[src/rtl/flash_mode_ctrl.sv]
// Chip-select policy for a no-MISO dual-flash mux: sniffs host SPI opcodes,
// applies MAIN/SECONDARY/MIRROR/AUTO mode with fault failover, counts transactions.
module flash_mode_ctrl #(
    parameter int CNT_W       = 16,
    parameter int ARM_TIMEOUT = 4096
) (
    input  logic             clk,
    input  logic             rst,
    input  logic             h_clk,
    input  logic             h_cs_n,
    input  logic             h_mosi,
    input  logic [1:0]       cfg_mode,
    input  logic             main_fail,
    input  logic             sec_fail,
    output logic             sel0,
    output logic             sel1,
    output logic             txn_done,
    output logic             txn_is_write,
    output logic [7:0]       last_opcode,
    output logic             armed,
    output logic [CNT_W-1:0] wr_count,
    output logic [CNT_W-1:0] rd_count
);

    typedef enum logic [1:0] {IDLE, OPCODE, DATA} state_t;

    localparam logic [1:0] MODE_MAIN   = 2'b00;
    localparam logic [1:0] MODE_SEC    = 2'b01;
    localparam logic [1:0] MODE_MIRROR = 2'b10;
    localparam logic [1:0] MODE_AUTO   = 2'b11;

    localparam int IW = (ARM_TIMEOUT > 1) ? $clog2(ARM_TIMEOUT + 1) : 1;
    localparam logic [IW-1:0] ARM_LAST = IW'((ARM_TIMEOUT > 0) ? ARM_TIMEOUT - 1 : 0);

    function automatic logic is_write_op(input logic [7:0] op);
        case (op)
            8'h06, 8'h04, 8'h01, 8'h02, 8'h20,
            8'h52, 8'hD8, 8'h60, 8'hC7: is_write_op = 1'b1;
            default:                    is_write_op = 1'b0;
        endcase
    endfunction

    // Two-flop synchronizers plus one history flop each for edge detection
    logic [1:0] cs_sync, hclk_sync, mosi_sync;
    logic       cs_prev, hclk_prev;

    always_ff @(posedge clk or posedge rst) begin
        if (rst) begin
            cs_sync   <= 2'b11;
            hclk_sync <= 2'b00;
            mosi_sync <= 2'b00;
            cs_prev   <= 1'b1;
            hclk_prev <= 1'b0;
        end else begin
            cs_sync   <= {cs_sync[0], h_cs_n};
            hclk_sync <= {hclk_sync[0], h_clk};
            mosi_sync <= {mosi_sync[0], h_mosi};
            cs_prev   <= cs_sync[1];
            hclk_prev <= hclk_sync[1];
        end
    end

    logic cs_s, mosi_s, cs_fall, cs_rise, hclk_rise;
    assign cs_s      = cs_sync[1];
    assign mosi_s    = mosi_sync[1];
    assign cs_fall   = cs_prev & ~cs_s;
    assign cs_rise   = ~cs_prev & cs_s;
    assign hclk_rise = hclk_sync[1] & ~hclk_prev;

    // Sniffer FSM
    state_t     state_q, state_d;
    logic [3:0] bit_cnt_q, bit_cnt_d;
    logic [7:0] shift_q, shift_d;
    logic       done_d;

    always_ff @(posedge clk or posedge rst) begin
        if (rst) begin
            state_q   <= IDLE;
            bit_cnt_q <= 4'd0;
            shift_q   <= 8'h00;
        end else begin
            state_q   <= state_d;
            bit_cnt_q <= bit_cnt_d;
            shift_q   <= shift_d;
        end
    end

    // Once 8 bits are in, the shift register is frozen and serves as the opcode latch
    always_comb begin
        state_d   = state_q;
        bit_cnt_d = bit_cnt_q;
        shift_d   = shift_q;
        done_d    = 1'b0;
        case (state_q)
            IDLE: begin
                if (cs_fall) begin
                    bit_cnt_d = 4'd0;
                    shift_d   = 8'h00;
                    state_d   = OPCODE;
                end
            end
            OPCODE: begin
                if (cs_rise) begin
                    state_d = IDLE;
                end else if (hclk_rise) begin
                    shift_d   = {shift_q[6:0], mosi_s};
                    bit_cnt_d = bit_cnt_q + 4'd1;
                    if (bit_cnt_q == 4'd7)
                        state_d = DATA;
                end
            end
            DATA: begin
                if (cs_rise) begin
                    done_d  = 1'b1;
                    state_d = IDLE;
                end
            end
            default: state_d = IDLE;
        endcase
    end

    // Classification and statistics
    always_ff @(posedge clk or posedge rst) begin
        if (rst) begin
            txn_done     <= 1'b0;
            txn_is_write <= 1'b0;
            last_opcode  <= 8'h00;
            wr_count     <= '0;
            rd_count     <= '0;
        end else begin
            txn_done <= done_d;
            if (done_d) begin
                last_opcode  <= shift_q;
                txn_is_write <= is_write_op(shift_q);
                if (is_write_op(shift_q)) begin
                    if (wr_count != {CNT_W{1'b1}})
                        wr_count <= wr_count + 1'b1;
                end else begin
                    if (rd_count != {CNT_W{1'b1}})
                        rd_count <= rd_count + 1'b1;
                end
            end
        end
    end

    // WREN arm with idle expiry; reacts to the registered classification
    logic [IW-1:0] idle_cnt;

    always_ff @(posedge clk or posedge rst) begin
        if (rst) begin
            armed    <= 1'b0;
            idle_cnt <= '0;
        end else if (cfg_mode != MODE_AUTO) begin
            armed    <= 1'b0;
            idle_cnt <= '0;
        end else if (txn_done && last_opcode == 8'h06) begin
            armed    <= 1'b1;
            idle_cnt <= '0;
        end else if (txn_done && txn_is_write) begin
            armed    <= 1'b0;
            idle_cnt <= '0;
        end else if (cs_fall) begin
            idle_cnt <= '0;
        end else if (armed && state_q == IDLE && ARM_TIMEOUT != 0) begin
            if (idle_cnt == ARM_LAST) begin
                armed    <= 1'b0;
                idle_cnt <= '0;
            end else begin
                idle_cnt <= idle_cnt + IW'(1);
            end
        end
    end

    // Target select {sel1,sel0}, fault override last
    logic [1:0] target;

    always_comb begin
        target = 2'b01;
        case (cfg_mode)
            MODE_MAIN:   target = 2'b01;
            MODE_SEC:    target = 2'b10;
            MODE_MIRROR: target = 2'b11;
            default:     target = armed ? 2'b11 : 2'b01;
        endcase
        if (main_fail && sec_fail)
            target = 2'b00;
        else if (main_fail)
            target = 2'b10;
        else if (sec_fail)
            target = 2'b01;
    end

    // Selects only move on an idle bus so a transaction never sees a switch
    always_ff @(posedge clk or posedge rst) begin
        if (rst) begin
            sel0 <= 1'b1;
            sel1 <= 1'b0;
        end else if (cs_s && state_q == IDLE) begin
            sel0 <= target[0];
            sel1 <= target[1];
        end
    end

endmodule

[config.mk]
export PLATFORM = sky130hd
export DESIGN_NAME = flash_mode_ctrl
export DESIGN_NICKNAME = d
export VERILOG_FILES = /design/src/rtl/flash_mode_ctrl.sv
export SDC_FILE = /design/constraint.sdc
export NUM_CORES = 1
export LEC_CHECK = 0
export CAP_MARGIN = 20
export CELL_PAD_IN_SITES_DETAIL_PLACEMENT = 1
export CELL_PAD_IN_SITES_GLOBAL_PLACEMENT = 1
export CORE_ASPECT_RATIO = 1.5
export CORE_MARGIN = 1
export CORE_UTILIZATION = 45
export DETAILED_ROUTE_END_ITERATION = 8
export PLACE_DENSITY = 0.92
export SLEW_MARGIN = 20
export SYNTH_ARGS = -nofsm -noshare
export SYNTH_HDL_FRONTEND = slang
export SYNTH_SLANG_ARGS = --single-unit
[constraint.sdc]
create_clock -name clk -period 6.7 [get_ports clk]
set_clock_uncertainty 0.2 [all_clocks]
set_input_delay 0.67 -clock clk [delete_from_list [all_inputs] [get_ports clk]]
set_output_delay 0.67 -clock clk [all_outputs]
set_load 0.01 [all_outputs]
### After elaboration in Yosys (flattened, before gate mapping)

Cells that the tools add are included.
Widths: inputs -> output; s select.

| cells by class | value |
|---|---|
| add/sub/neg operators | 4 |
| equal/unequal tests | 26 |
| multiplexer cells | 35 |
| bitwise operators | 7 |
| reduce and logical (&&, ||, !) cells | 17 |

Operator list:

| kind | number |
|---|---|
| $mux 13 | 6 |
| $add 16x1->16 const B | 2 |
| $ne 16x16->1 const B | 2 |
| $eq 8x3->1 const B | 3 |
| $mux 8 | 3 |
| $mux 2 | 9 |
| $eq 8x7->1 const B | 2 |
| $eq 8x8->1 const B | 2 |
| $pmux 8 s2 | 1 |
| $add 13x1->13 const B | 1 |
| $eq 13x12->1 const B | 1 |
| $mux 4 | 3 |
| $pmux 2 s3 | 2 |
| $mux 1 | 10 |
| $ne 2x2->1 const B | 5 |
| $reduce_and 3->1 | 3 |
| $reduce_or 9->1 | 1 |
| $eq 8x1->1 const B | 1 |
| $eq 8x2->1 const B | 1 |
| $eq 8x6->1 const B | 1 |
| $pmux 4 s2 | 1 |
| $reduce_and 4->1 | 2 |
| $reduce_bool 4->1 | 2 |
| $ne 3x3->1 const B | 2 |
| other kinds (11) | 23 |

| word-level totals | value |
|---|---|
| flip-flop bits (word level) | 80 |
| bits of input ports | 9 |
| output and inout bits | 45 |

### Depth between registers and ports, before layout

| depth | value |
|---|---|
| depth after elaboration | 7 |
| gate-level depth with buffers | 8 |
| depth with buffers taken out | 6 |

### Worst setup path after synthesis

Ideal clock, no wire load.

| timing path | value |
|---|---|
| path type | register -> register |
| start point | register wr_count[0] |
| end point | register wr_count[1] |
| library setup time | 128 ps |
| arrival time | 1,980 ps |
| setup slack | 4,393 ps |
| cell stages (with the launch flop) | 7 |
| path buffers | 0 |
| period minus slack after synthesis | 2,307 ps |
| cell sequence | dfrtp_1 -> ha_1 -> nand4_1 -> or3_4 -> o31ai_4 -> or2_1 -> mux2_1 |

| on the way | value |
|---|---|
| word-level cells in the longest chain between the ends | 2 |
| elaborated cells between the ends (all ways) | 3 |
| classes of those cells | add/sub: 1; eq/ne: 1; reduce/logical: 1 |

RTL lines:

| what | line | RTL |
|---|---|---|
| start: declaration | 21 | `output logic [CNT_W-1:0] wr_count,` |
| start signal: assignment | 137 | `wr_count <= wr_count + 1'b1;` |
| parallel branches: the longest is 2 deep, another holds $add 16x1->16 | - |  |

Several ways; the timed one is not identified.
A chain may end at the register's enable or synchronous reset.

### Worst setup path in the final report

Same ends and word-level chain as after synthesis.

==> results.yml <==
synth:
  ys.flop_type: "dfrtp_1"
  synthArstFlopShare_pct: 100.0
  synth_area_leaders: "dfrtp_1 49%, xor2_1 6.4%, mux2_2 4.4%"
  syn_inst: 356
  synth_edf_count: 0
  synth_nets: 371
  syn_area_per_cell_sq_um: 10.82
  synth_cell_type_count: 50
  synthesis.area_sq_um: 3854
  synth.yosys.warnings: 0
  synth_seq_cells: 80
  synth_top_area_cell: "dfrtp_1"
  synth_top_area_share_pct: 49.35
  ys_seq_area_share_pct: 52.08
drt:
  firstDrtPassIters: 4
  wl_per_cell_um: 19.17
  vias: 2971
  ant_nets: 0
  drc: 0
  first_iter_violations: 244
  wirelength_um: 10060
  vias_per_cell: 5.659
floorplanning:
  die_area_sq_um: 8946
  initial_core_util_pct: 46.09
  dieHeight_um: 115.3
  ios: 54
  die_width_um: 77.56
  coreArea_sq_um: 8362
  num_rows: 41
cts:
  postCtsHoldBufs: 0
  cts_tree: "yes"
  clkSlewWorstSetupHoldPaths_ps: 60
  cts-root-buf: "clkbuf_16"
  clock_sinks: 80
  cts_made_buffers: 9
  post-cts-setup-buffers: 0
  cts_resized: 0
  cts_max_level: 3
  cts.path.max_buffers: 2
  clk-insertion-delay-late_ps: 340
setup_path:
  reg2regPathDepth: 6
  cp_slowest_cell: "o31ai_4"
  crit_chain: "ha_1 > nand4_1 > or3_4 > o31ai_4 > or2_1 > mux2_1"
  critical_path_class: "flip-flop to flip-flop"
  cp-start-kind: "flip-flop"
  path_buf_inv: 0
  cpLargestDelayFamily: "simple AND/OR/NAND/NOR gates"
  cpPeakStageDelay_ps: 750
  cp_data_arrival_time_ps: 2870
  end_kind: "flip-flop"
  r2r_setup_slack_ps: 3850
  crit_required_ps: 6720
  cp_max_fo: 15
  reg2reg_to: "wr_count[1]"
  r2r-start: "wr_count[0]"
run_status:
  outcome: "finished clean"
sta:
  tightest_slew_ps: 1028
  setup_viol: 0
  min_period_ps: 2850
  tns_ps: 0
  drv_slew: 0
  slew_headroom_pct: 31.20
  fin_crit_sh_pct: 42.54
  rsz0062_at_grt: "false"
  whs_ps: 148.4
  hold_viol_final: 0
  max_freq_mhz: 350.9
global_routing:
  first_global_vias: 3368
  grt_use_total_pct: 24.83
  grt_max_degree: 81
  grt_pass1_wl_um: 16950
  grt-ovfl-total: 0
  antenna_found_initial: 0
finish:
  layout-drive-gt1-share_pct: 12.20
  final_cell_area_sq_um: 4757
  fin_nets: 428
  area_growth_pct: 23.44
  fillCellCount: 892
  diodes: 0
hold_path:
  min_from: "hclk_sync[0]"
  hp-class: "flip-flop to flip-flop"
  hold_path_depth: 0
  holdPathEnd: "hclk_sync[1]"
placed_design:
  gp_congestion: 0.8404
  place_hpwl_um: 6871
  placedInstanceArea_sq_um: 4467
  io_buffers: 53
pwr:
  ir_drop_uv: 142.9
  power_density_nw_per_um2: 226.5
  leakage_nw: 2.050
job:
  drv_cap: 0
[registers in the layout (all words and copies together) (netlist names), 2 cells and up]
register     flops
bit_cnt_q        4
cs_sync          2
hclk_sync        2
idle_cnt        13
last_opcode      8
mosi_sync        2
rd_count        16
shift_q          8
state_q          2
wr_count        16
[synthesized netlist by cell type, types with 2 or more instances]
cell type / instances
a21boi_0: 2
nor4_2: 4
buf_2: 5
nor3_1: 17
buf_6: 3
nand2b_1: 5
nor4_4: 3
and3_1: 3
dfrtp_1: 76
xnor2_1: 10
o211ai_1: 2
mux2_2: 15
o31ai_1: 2
ha_1: 6
a211oi_1: 2
o21ai_0: 12
nand3_1: 17
or3b_2: 2
nor2_1: 32
a21oi_1: 2
nand2_1: 43
nor3b_1: 3
inv_1: 11
nor4b_1: 6
dfstp_2: 4
nor2b_1: 4
or3_1: 2
and4_1: 3
nand4_1: 12
xor2_1: 28
[per-layer routing]
metal / vias up / track usage, % / part of all wire [%]
met2: 56 / 44.42 / 55
met4: 0 / 11.70 / 2.9
met5: - / 0 / 0
li1: 1352 / - / -
met1: 1541 / 28.04 / 39
met3: 22 / 5.397 / 3.0
[metrics by stage]
step / util (%) / setup slack (ps) / power (mW) / instances
global route: 56.89 / 3723 / 1.116 / 525
detailed placement: 53.42 / 3878 / 0.6126 / 509
floorplan: - / 3785 / 0.5912 / 356
CTS: 56.85 / 3834 / 1.085 / 525
global placement: 53.42 / 3933 / 0.6024 / 509
finish: 56.89 / 3850 / 1.077 / 525
[cell families after synthesis]
group | Yosys count | share of synthesized area [%]
AOI/OAI and AO/OA | 29 | 5.195
xor gates and xnor gates | 38 | 8.636
adders and majority gates | 6 | 1.948
buffers and inverters | 20 | 2.792
DFF | 80 | 52.08
muxes | 17 | 4.935
and+or+nand+nor | 166 | 24.42
[how the worst max path moves through the flow]
stage                      startpoint     endpoint  slack [ps]  cells past startpoint
after global placement    wr_count[0]  wr_count[1]        3930                      6
final                     wr_count[0]  wr_count[1]        3850                      6
after floorplan                   rst        armed        3780                      1
after detailed placement  wr_count[0]  wr_count[1]        3880                      6
after CTS                 wr_count[0]  wr_count[1]        3830                      6
after global routing      wr_count[0]  wr_count[1]        3720                      6
[cell type report]
type | instances | area, sq um | share of cell area [%]
clock buffer | 14 | 274.0 | 5.760
clock inverter | 2 | 12.51 | 0.2630
inverter | 11 | 41.29 | 0.8680
multi-input combinational | 256 | 1739 | 36.56
sequential | 80 | 2007 | 42.19
tap | 107 | 133.9 | 2.814
timing repair buffer | 55 | 549.3 | 11.55
[worst reg2reg max path, stage by stage, from the launching register on]
cell	delay (ps)
dfrtp_1	410
ha_1	220
nand4_1	170
or3_4	420
o31ai_4	750
or2_1	250
mux2_1	320
[where the power goes]
group	internal [mW]	total (mW)	switching, mW
clock	0.281	0.474	0.193
sequential	0.500	0.518	0.0185
combinational	0.0279	0.0851	0.0572
[placed cells by master, fill, tap and decap left out, types with 2 or more instances in the layout]
cell type / netlist / final
xor2_1: 28 / 28
mux2_2: 15 / 15
a21boi_0: 2 / 2
o21ai_0: 12 / 12
nor4b_1: 6 / 6
clkbuf_1: 0 / 2
clkbuf_16: 0 / 9
nor2b_1: 4 / 4
nor4_4: 3 / 3
or3b_2: 2 / 2
clkbuf_8: 0 / 3
and4_1: 3 / 3
nand2_1: 43 / 43
xnor2_1: 10 / 10
nand4_1: 12 / 12
o31ai_1: 2 / 2
and3_1: 3 / 3
dfstp_2: 4 / 4
a21oi_1: 2 / 2
nor3b_1: 3 / 3
inv_1: 11 / 10
nor3_1: 17 / 17
nor2_1: 32 / 32
clkdlybuf4s50_1: 0 / 53
o211ai_1: 2 / 2
or3_1: 2 / 2
a211oi_1: 2 / 2
dfrtp_1: 76 / 76
nand2b_1: 5 / 5
nand3_1: 17 / 17
nor4_2: 4 / 4
ha_1: 6 / 6
(Power assumes the default switching activity.)
